$ cat config.mk
export PLATFORM = sky130hd
export DESIGN_NAME = hack_loader_flat
export DESIGN_NICKNAME = d
export VERILOG_FILES = /design/src/rtl/hack_loader_pkg.sv /design/src/rtl/hack_loader_if.sv /design/src/rtl/hack_loader.sv /design/src/flat_wrapper.sv
export SDC_FILE = /design/constraint.sdc
export NUM_CORES = 1
export LEC_CHECK = 0
export ABC_CLOCK_PERIOD_IN_PS = 3080
export CORE_MARGIN = 4
export CORE_UTILIZATION = 45
export DETAILED_ROUTE_END_ITERATION = 12
export PLACE_DENSITY = 0.68
export SYNTH_ARGS = -nofsm -noshare
export SYNTH_HDL_FRONTEND = slang
export SYNTH_SLANG_ARGS = --single-unit
$ cat constraint.sdc
create_clock -name clk -period 3.08 [get_ports clk]
set_clock_uncertainty 0.15 [all_clocks]
set_input_delay 0.924 -clock clk [delete_from_list [all_inputs] [get_ports clk]]
set_output_delay 0.924 -clock clk [all_outputs]
set_load 0.03 [all_outputs]
$ cat src/rtl/hack_loader_pkg.sv
`default_nettype none
// ============================================================================
// Module   : hack_loader_pkg
// Brief    : Shared widths, limits and FSM state encoding for the boot loader.
// Revision : 1.0
// ============================================================================
package hack_loader_pkg;

  localparam int c_ADDR_W    = 15;
  localparam int c_DATA_W    = 16;
  localparam int c_BYTE_W    = 8;
  localparam int c_CSUM_W    = 8;
  localparam int c_MAX_WORDS = 16384;

  typedef enum logic [2:0] {
    S_IDLE   = 3'd0,
    S_CNT_LO = 3'd1,
    S_DAT_HI = 3'd2,
    S_DAT_LO = 3'd3,
    S_WRITE  = 3'd4,
    S_CHECK  = 3'd5,
    S_DONE   = 3'd6,
    S_ERR    = 3'd7
  } state_t;

endpackage
`default_nettype wire

$ cat src/rtl/hack_loader_if.sv
`default_nettype none
// ============================================================================
// Module   : hack_loader_if
// Brief    : Byte-stream handshake plus RAM write bus of the boot loader.
// Revision : 1.0
// ============================================================================
interface hack_loader_if;
  import hack_loader_pkg::*;

  logic [c_BYTE_W-1:0] in_data;
  logic                in_valid;
  logic                in_ready;
  logic [c_ADDR_W-1:0] ram_address;
  logic [c_DATA_W-1:0] ram_data;
  logic                ram_we;

  // master: byte source and RAM observer; slave: the loader itself
  modport master (
    output in_data, in_valid,
    input  in_ready, ram_address, ram_data, ram_we
  );

  modport slave (
    input  in_data, in_valid,
    output in_ready, ram_address, ram_data, ram_we
  );

endinterface
`default_nettype wire

$ cat src/rtl/hack_loader.sv
`default_nettype none
// ============================================================================
// Module   : hack_loader
// Brief    : Loads a counted, checksummed byte stream into program RAM while
//            holding the CPU in reset.
// Revision : 1.0
// ============================================================================
module hack_loader
  import hack_loader_pkg::*;
#(
  parameter int MAX_WORDS = c_MAX_WORDS
) (
  input  wire logic     clk,
  input  wire logic     rst_n,
  input  wire logic     clear,
  hack_loader_if.slave  bus,
  output logic          cpu_hold,
  output logic          done,
  output logic          err
);

  localparam logic [16:0] c_MAX = 17'(MAX_WORDS);

  state_t                r_state;
  state_t                w_next;
  logic [15:0]           r_count;
  logic [c_ADDR_W-1:0]   r_index;
  logic [c_CSUM_W-1:0]   r_sum;
  logic [c_BYTE_W-1:0]   r_hi;
  logic [c_ADDR_W-1:0]   r_ram_address;
  logic [c_DATA_W-1:0]   r_ram_data;

  logic                  w_in_ready;
  logic                  w_accept;
  logic [15:0]           w_count;
  logic [c_CSUM_W-1:0]   w_sum_next;
  logic                  w_last;

  assign w_accept   = bus.in_valid & w_in_ready;
  assign w_count    = {r_count[15:8], bus.in_data};
  assign w_sum_next = r_sum + bus.in_data;
  assign w_last     = ({1'b0, r_index} == (r_count - 16'd1));

  always_ff @(posedge clk or negedge rst_n) begin
    if (!rst_n) r_state <= S_IDLE;
    else        r_state <= w_next;
  end

  always_comb begin
    w_next     = r_state;
    w_in_ready = 1'b0;
    case (r_state)
      S_IDLE: begin
        w_in_ready = 1'b1;
        if (w_accept) w_next = S_CNT_LO;
      end
      S_CNT_LO: begin
        w_in_ready = 1'b1;
        if (w_accept) begin
          if ({1'b0, w_count} > c_MAX) w_next = S_ERR;
          else if (w_count == 16'd0)   w_next = S_CHECK;
          else                         w_next = S_DAT_HI;
        end
      end
      S_DAT_HI: begin
        w_in_ready = 1'b1;
        if (w_accept) w_next = S_DAT_LO;
      end
      S_DAT_LO: begin
        w_in_ready = 1'b1;
        if (w_accept) w_next = S_WRITE;
      end
      S_WRITE: w_next = w_last ? S_CHECK : S_DAT_HI;
      S_CHECK: begin
        w_in_ready = 1'b1;
        if (w_accept) w_next = (w_sum_next == '0) ? S_DONE : S_ERR;
      end
      S_DONE:  w_next = S_DONE;
      S_ERR:   w_next = S_ERR;
      default: w_next = S_IDLE;
    endcase
    if (clear) w_next = S_IDLE;
  end

  always_ff @(posedge clk or negedge rst_n) begin
    if (!rst_n) begin
      r_count       <= '0;
      r_index       <= '0;
      r_sum         <= '0;
      r_hi          <= '0;
      r_ram_address <= '0;
      r_ram_data    <= '0;
    end else if (clear) begin
      r_count <= '0;
      r_index <= '0;
      r_sum   <= '0;
      r_hi    <= '0;
    end else begin
      if (w_accept) begin
        r_sum <= w_sum_next;
        case (r_state)
          S_IDLE:   r_count[15:8] <= bus.in_data;
          S_CNT_LO: r_count[7:0]  <= bus.in_data;
          S_DAT_HI: r_hi          <= bus.in_data;
          S_DAT_LO: begin
            r_ram_data    <= {r_hi, bus.in_data};
            r_ram_address <= r_index;
          end
          default: ;
        endcase
      end
      // Index stops on the last word so it never passes MAX_WORDS-1
      if (r_state == S_WRITE && !w_last) r_index <= r_index + 1'b1;
    end
  end

  assign bus.in_ready    = w_in_ready;
  assign bus.ram_we      = (r_state == S_WRITE);
  assign bus.ram_address = r_ram_address;
  assign bus.ram_data    = r_ram_data;
  assign cpu_hold        = (r_state != S_IDLE) && (r_state != S_DONE);
  assign done            = (r_state == S_DONE);
  assign err             = (r_state == S_ERR);

endmodule
`default_nettype wire

$ cat src/flat_wrapper.sv
// flat-port wrapper written by rule: the top's interface ports become plain ports
module hack_loader_flat import hack_loader_pkg::*;
#(
  parameter int MAX_WORDS = c_MAX_WORDS
)
  (clk, rst_n, clear, cpu_hold, done, err, bus_in_data, bus_in_valid, bus_in_ready, bus_ram_address, bus_ram_data, bus_ram_we);
  hack_loader_if bus_i ();
  input  wire logic clk;
  input  wire logic rst_n;
  input  wire logic clear;
  output logic cpu_hold;
  output logic done;
  output logic err;
  input wire logic [$bits(bus_i.in_data)-1:0] bus_in_data;
  input wire logic [$bits(bus_i.in_valid)-1:0] bus_in_valid;
  output wire logic [$bits(bus_i.in_ready)-1:0] bus_in_ready;
  output wire logic [$bits(bus_i.ram_address)-1:0] bus_ram_address;
  output wire logic [$bits(bus_i.ram_data)-1:0] bus_ram_data;
  output wire logic [$bits(bus_i.ram_we)-1:0] bus_ram_we;
  assign bus_i.in_data = bus_in_data;
  assign bus_i.in_valid = bus_in_valid;
  assign bus_in_ready = bus_i.in_ready;
  assign bus_ram_address = bus_i.ram_address;
  assign bus_ram_data = bus_i.ram_data;
  assign bus_ram_we = bus_i.ram_we;
  hack_loader #(.MAX_WORDS(MAX_WORDS)) u_core (.clk(clk), .rst_n(rst_n), .clear(clear), .bus(bus_i), .cpu_hold(cpu_hold), .done(done), .err(err));
endmodule
==> Word level (Yosys, flattened, before mapping) <==
Cells that the tools add are included.
{ "classes": {"n_addsub": 3, "n_mux": 23, "n_eq_ne": 14, "n_reduce_logical": 18, "n_bitwise": 2, "order_cmp": 1} }
{ "ops": {"columns": ["operator", "n"], "rows": [
  ["2-to-1 mux 8 bit", 7],
  ["2-to-1 mux 16 bit", 2],
  ["2-to-1 mux 15 bit", 2],
  ["2-to-1 mux 3 bit", 9],
  ["one-hot mux 3 bit (8 select lines)", 1],
  ["equality test 15 x 16 -> 1 bit", 1],
  ["greater-than comparator 16 x 15 -> 1 bit, second input constant", 1],
  ["zero test 16 bit", 1],
  ["subtractor 16 x 1 -> 16 bit, second input constant", 1],
  ["adder 15 x 1 -> 15 bit, second input constant", 1],
  ["!= test 3 x 2 -> 1 bit, second input constant", 5],
  ["equality test 3 bit, second input constant", 4],
  ["nonzero test 2 bit", 5],
  ["adder 8 bit", 1],
  ["zero test 8 bit", 1],
  ["equality test 3 x 2 -> 1 bit, second input constant", 2],
  ["AND reduction 2 bit", 3],
  ["AND reduction 5 bit", 1],
  ["OR reduction 5 bit", 1],
  ["equality test 3 x 1 -> 1 bit, second input constant", 1],
  ["zero test 3 bit", 1],
  ["!= test 3 bit, second input constant", 1],
  ["AND reduction 3 bit", 1],
  ["nonzero test 3 bit", 1],
  ["5 further kinds", 7]
]} }
{ "totals": {"input_bits": 12, "register_bits": 81, "out_inout_bits": 36} }

==> Logic depth before layout (Yosys ltp) <==
{ "logic_depth": {"word_depth": 7, "depth_mapped": 12, "mapped_depth_nobuf": 11} }

==> Worst setup path after synthesis <==
OpenSTA, ideal clock, no wires.
{ "synth_timing": {"path_kind": "register -> register", "from": "register u_core.r_count[0]", "to": "register u_core.r_index[3]", "required_time_ns": 2.805, "arrival_ns": 2.857, "stages_incl_launch_ff": 12, "setup_ns": 0.125, "slack_ns": -0.052, "path_cell_list": "dfrtp_1 clkbuf_1 inv_1 ha_1 or3b_2 or4_1 a21o_1 a21oi_2 o2111ai_4 o21ai_2 nor2_1 mux2_4"} }
{ "synth_between": {"elab_chain_len": 5} }
{ "synth_lines": {"columns": ["element", "line", "text"], "rows": [
  ["start: declaration", "hack_loader.sv:26", "logic [15:0] r_count;"],
  ["start signal: assignment", "hack_loader.sv:103", "S_CNT_LO: r_count[7:0] <= bus.in_data;"],
  ["subtractor 16 x 1 -> 16 bit", "hack_loader.sv:42", "assign w_last = ({1'b0, r_index} == (r_count - 16'd1));"],
  ["equality test 15 x 16 -> 1 bit", "hack_loader.sv:42", null],
  ["zero test 1 bit", "hack_loader.sv:113", "if (r_state == S_WRITE && !w_last) r_index <= r_index + 1'b1;"],
  ["logical AND 1 bit", "hack_loader.sv:113", null],
  ["nonzero test 2 bit (no source line)", null, null],
  ["end signal: assignment", "hack_loader.sv:113", null],
  ["end: declaration", "hack_loader.sv:27", "logic [c_ADDR_W-1:0] r_index;"]
]} }
Every way passes these cells.
A chain may end at the register's enable or synchronous reset.

==> Worst setup path after layout <==
{ "layout_timing": {"from": "register u_core.r_count[1]", "to": "register u_core.r_index[11]"} }
The elaborated chain is that of the path after synthesis.

==> impl_results.md <==
* DP HPWL at between 8 and 9 mm
* Reg clk slew, reported paths at 90 ps
* Slew @ Worst Pin at 834 ps
* Synth top area cells: dfrtp_1 (45%), mux2_2 (8.0%), a21oi_1 (4.5%)
* I/O pins at 48
* Reg2Reg Depth at 11
* Synth async-reset ratio at 100%
* Initial Utilization at 46.2%
* Worst vdd ir at 0.236 mV
* Die width at 108 um
* # clock sinks at 81
* Die area at around 12000 um2
* Seq cells post-synth at 81
* Syn_area_per_cell at 9.47 um2
* Most used DFF post-synth: dfrtp_1
* Drt wl/cell at 16.7 um
* Routability Congestion at roughly 0.88
* RSZ-0062 raised after global routing: true
* Core area at 9770 um2
* Area post-placement at 5400 um2
* Share of the synthesized area in the top cell type at 44.9%
* Gr usage total at 20.6%
* Max-cap violations at 0
* Antenna viol nets, final at 0
* TritonCTS clock tree: done
* H-Tree Level Count at 3
* Root Buffer: clkbuf_8
* HP Class: flop to flop
* Vias in the first global route at 3882
* Buffer and inverter count on the worst path at 2
* Max-slew violations at 0
* Number of synthesized flops with an enable pin at 0
* Total gr overflow at 0
* Leakage at 2.59 nW
* Violated checks: setup timing
* Pwr dens at 433 nW/um2
* Register area share after synthesis at 44.9%
* Floorplan row count at 36
* Slew headroom at between 40% and 50%
* Hold path depth at 1
* WP depth at 11
* Fin nets at 581
* Critical-path maximum fanout at 18
* Critical Path Slowest Stage Cell: or4_4
* Final Hold Viols at 0
* Hold_ws at 362 ps
* Fin area at about 5800 um2
* Startpoint Class: flop
* Syn_nets at about 500
* Worst-skew pair later-pin latency at 370 ps
* Reg-to-reg slack, setup at -40 ps
* Max Clock Freq at 321 MHz
* Post-synth design cell area at 4520 um2
* Vias post-DR at 3849
* Remaining DRCs at 0
* DIE HEIGHT at 108 um
* Crit path required time at 3230 ps
* Layout cells sized above 1 at 23.9%
* Drt first pass iters at 4
* Min Clock Period, post-route at ~3100 ps
* Number of diodes at 0
* I/O Buffers at 47
* Yosys top cell by area: dfrtp_1
* First-pass GRT wire length at 19.1 mm
* Total routed wirelength at 11.7 mm
* Critical path arrival at 3270 ps
* Most used cell, CP: or4_4
* Crit-path cells: inv_1 > ha_2 > or3b_4 > or4_4 > nand3_4 > a21oi_4 > o2111ai_4 > o21ai_4 > buf_12 > or4_4 > a21oi_2
* Initial DRC count at about 230
* Area of the multi-input gates at 2470 um2
* Post-Syn Instances at 477
* Finish-stage setup viols at 5
* DR vias/cell at 5.52
* Synthesis-to-finish area growth at 28.4%
* WS Path Type: flop to flop
* CP top delay family: simple AND/OR/NAND/NOR gates
* Yosys cell types at 54
* Critical path's largest stage delay at 510 ps
* Final worst path period share at 101%
* Fill cells at between 800 and 900
* Seq. cell area at between 2000 and 2500 um2
* Deepest clock path buffer count at 2
* Crit end category: flop
* Largest net degree at the start of global routing at 67
* Status: complete, but fails checks
* Yosys warnings at 0
* # hold bufs at CTS at 0
* Final setup margin at -39.4 ps
* Inserted Clock Buffers at 9
* Initial antenna violation count at 0
-- stage by stage --
step / total power (W) / utilization, % / setup WS [ps] / setup TNS [ps] / instances
after detailed placement: 0.00168 / 55.3 / -511 / -1750 / 677
after global routing: 0.00263 / 59.3 / -120 / -1190 / 697
after global placement: 0.00166 / 55.3 / -431 / -983 / 677
after floorplan: 0.00147 / - / 41.8 / 0 / 477
final: 0.00251 / 59.3 / -39.4 / -112 / 697
after CTS: 0.00250 / 57.6 / -55.3 / -55.3 / 695
-- Yosys cell counts (2+ instances only) --
cell type,n
nor3_1,11
o21ai_1,4
and3_1,9
nor2_1,32
xnor2_1,12
a21o_1,3
nor3b_1,2
o211ai_1,5
o21a_1,2
nand2b_1,13
inv_1,16
mux2i_1,2
or4_1,10
mux2_2,32
ha_1,9
a21oi_1,41
or3_2,3
nand4b_1,2
nor4_1,6
o2111ai_1,2
a211oi_1,2
o31ai_1,9
nand3_1,11
a211o_1,2
or2_2,3
nor2b_1,7
nand4_1,7
nand2_1,53
o22ai_1,2
or3_1,4
o21ai_0,25
xor2_1,11
clkbuf_1,23
o31a_1,2
dfrtp_1,81
-- routing by layer --
layer	vias up	wire length, um	global-route usage (%)
met2	86	6020	36.1
met5	-	0	0
li1	1864	-	-
met3	17	545	4.72
met1	1882	4940	25.8
met4	0	149	4.96
-- cell families (layout without fill, tap and decap cells) --
| family | Yosys count | count (layout) | synth area share [%] |
|---|---|---|---|
| adders and majority gates | 10 | 10 | 2.94 |
| xor gates and xnor gates | 23 | 23 | 4.46 |
| and+or+nand+nor | 177 | 177 | 20.0 |
| DFF | 81 | 81 | 44.9 |
| buffers and inverters | 42 | 129 | 3.77 |
| AOI/OAI and AO/OA | 109 | 109 | 15.3 |
| muxes | 35 | 35 | 8.75 |
-- flip-flops by register name, indices dropped and copies added (netlist names) --
register and flops:
u_core.bus.ram_address 15, u_core.bus.ram_data 16, u_core.r_count 16, u_core.r_hi 8, u_core.r_index 15, u_core.r_state 3, u_core.r_sum 8
-- what timing repair did --
action	4_1_cts	5_1_grt
resized for setup	4	33
setup buffers	2	2
pin swaps	2	19
setup endpoints to repair	11	19
gates cloned	0	0
-- worst reg2reg max path: cells and delay by family (launching register included) --
family                   cells  cell delay, ps
buffers and inverters        2             230
AND/OR/NAND/NOR              4            1460
adder cells (fa/ha/maj)      1             160
AO/OA/AOI/OAI                4             620
flip-flops                   1             440
-- power breakdown --
group | internal (W) | leakage [nW] | switching [W] | total (W)
registers | 0.00111 | 1.11 | 0.0000419 | 0.00115
logic | 0.000242 | 1.37 | 0.000312 | 0.000555
clock network | 0.000326 | 0.104 | 0.000479 | 0.000805
-- final cells by class --
class / count / share of cell area (%)
timing repair buffer: 97 / 15.0
multi-input combinational: 354 / 42.6
sequential: 81 / 34.9
clock inverter: 7 / 1.40
tap: 133 / 2.87
inverter: 16 / 1.04
clock buffer: 9 / 2.14
-- path summary, 6_finish.rpt --
| check | start | end |
|---|---|---|
| worst max-delay path | u_core.r_count[1] | u_core.r_index[11] |
| worst min-delay path | u_core.bus.ram_address[6] | u_core.bus.ram_address[6] |
| worst max register to register | u_core.r_count[1] | u_core.r_index[11] |
| worst min register to register | u_core.bus.ram_address[6] | u_core.bus.ram_address[6] |
| max in group asynchronous | rst_n | u_core.r_count[4] |
| min in group asynchronous | rst_n | u_core.r_index[3] |
-- layout by cell type, fill, tap and decap left out, drive strengths merged, types with 12 or more instances in the layout --
cell type      netlist  final
a21oi               42     42
buf                  3     52
clkdlybuf4s50        0     38
dfrtp               81     81
inv                 16     21
mux2                33     33
nand2               53     53
nand2b              13     13
nor2                32     32
o21ai               31     31
xnor2               12     12
Power figures use the tool's default switching activity.
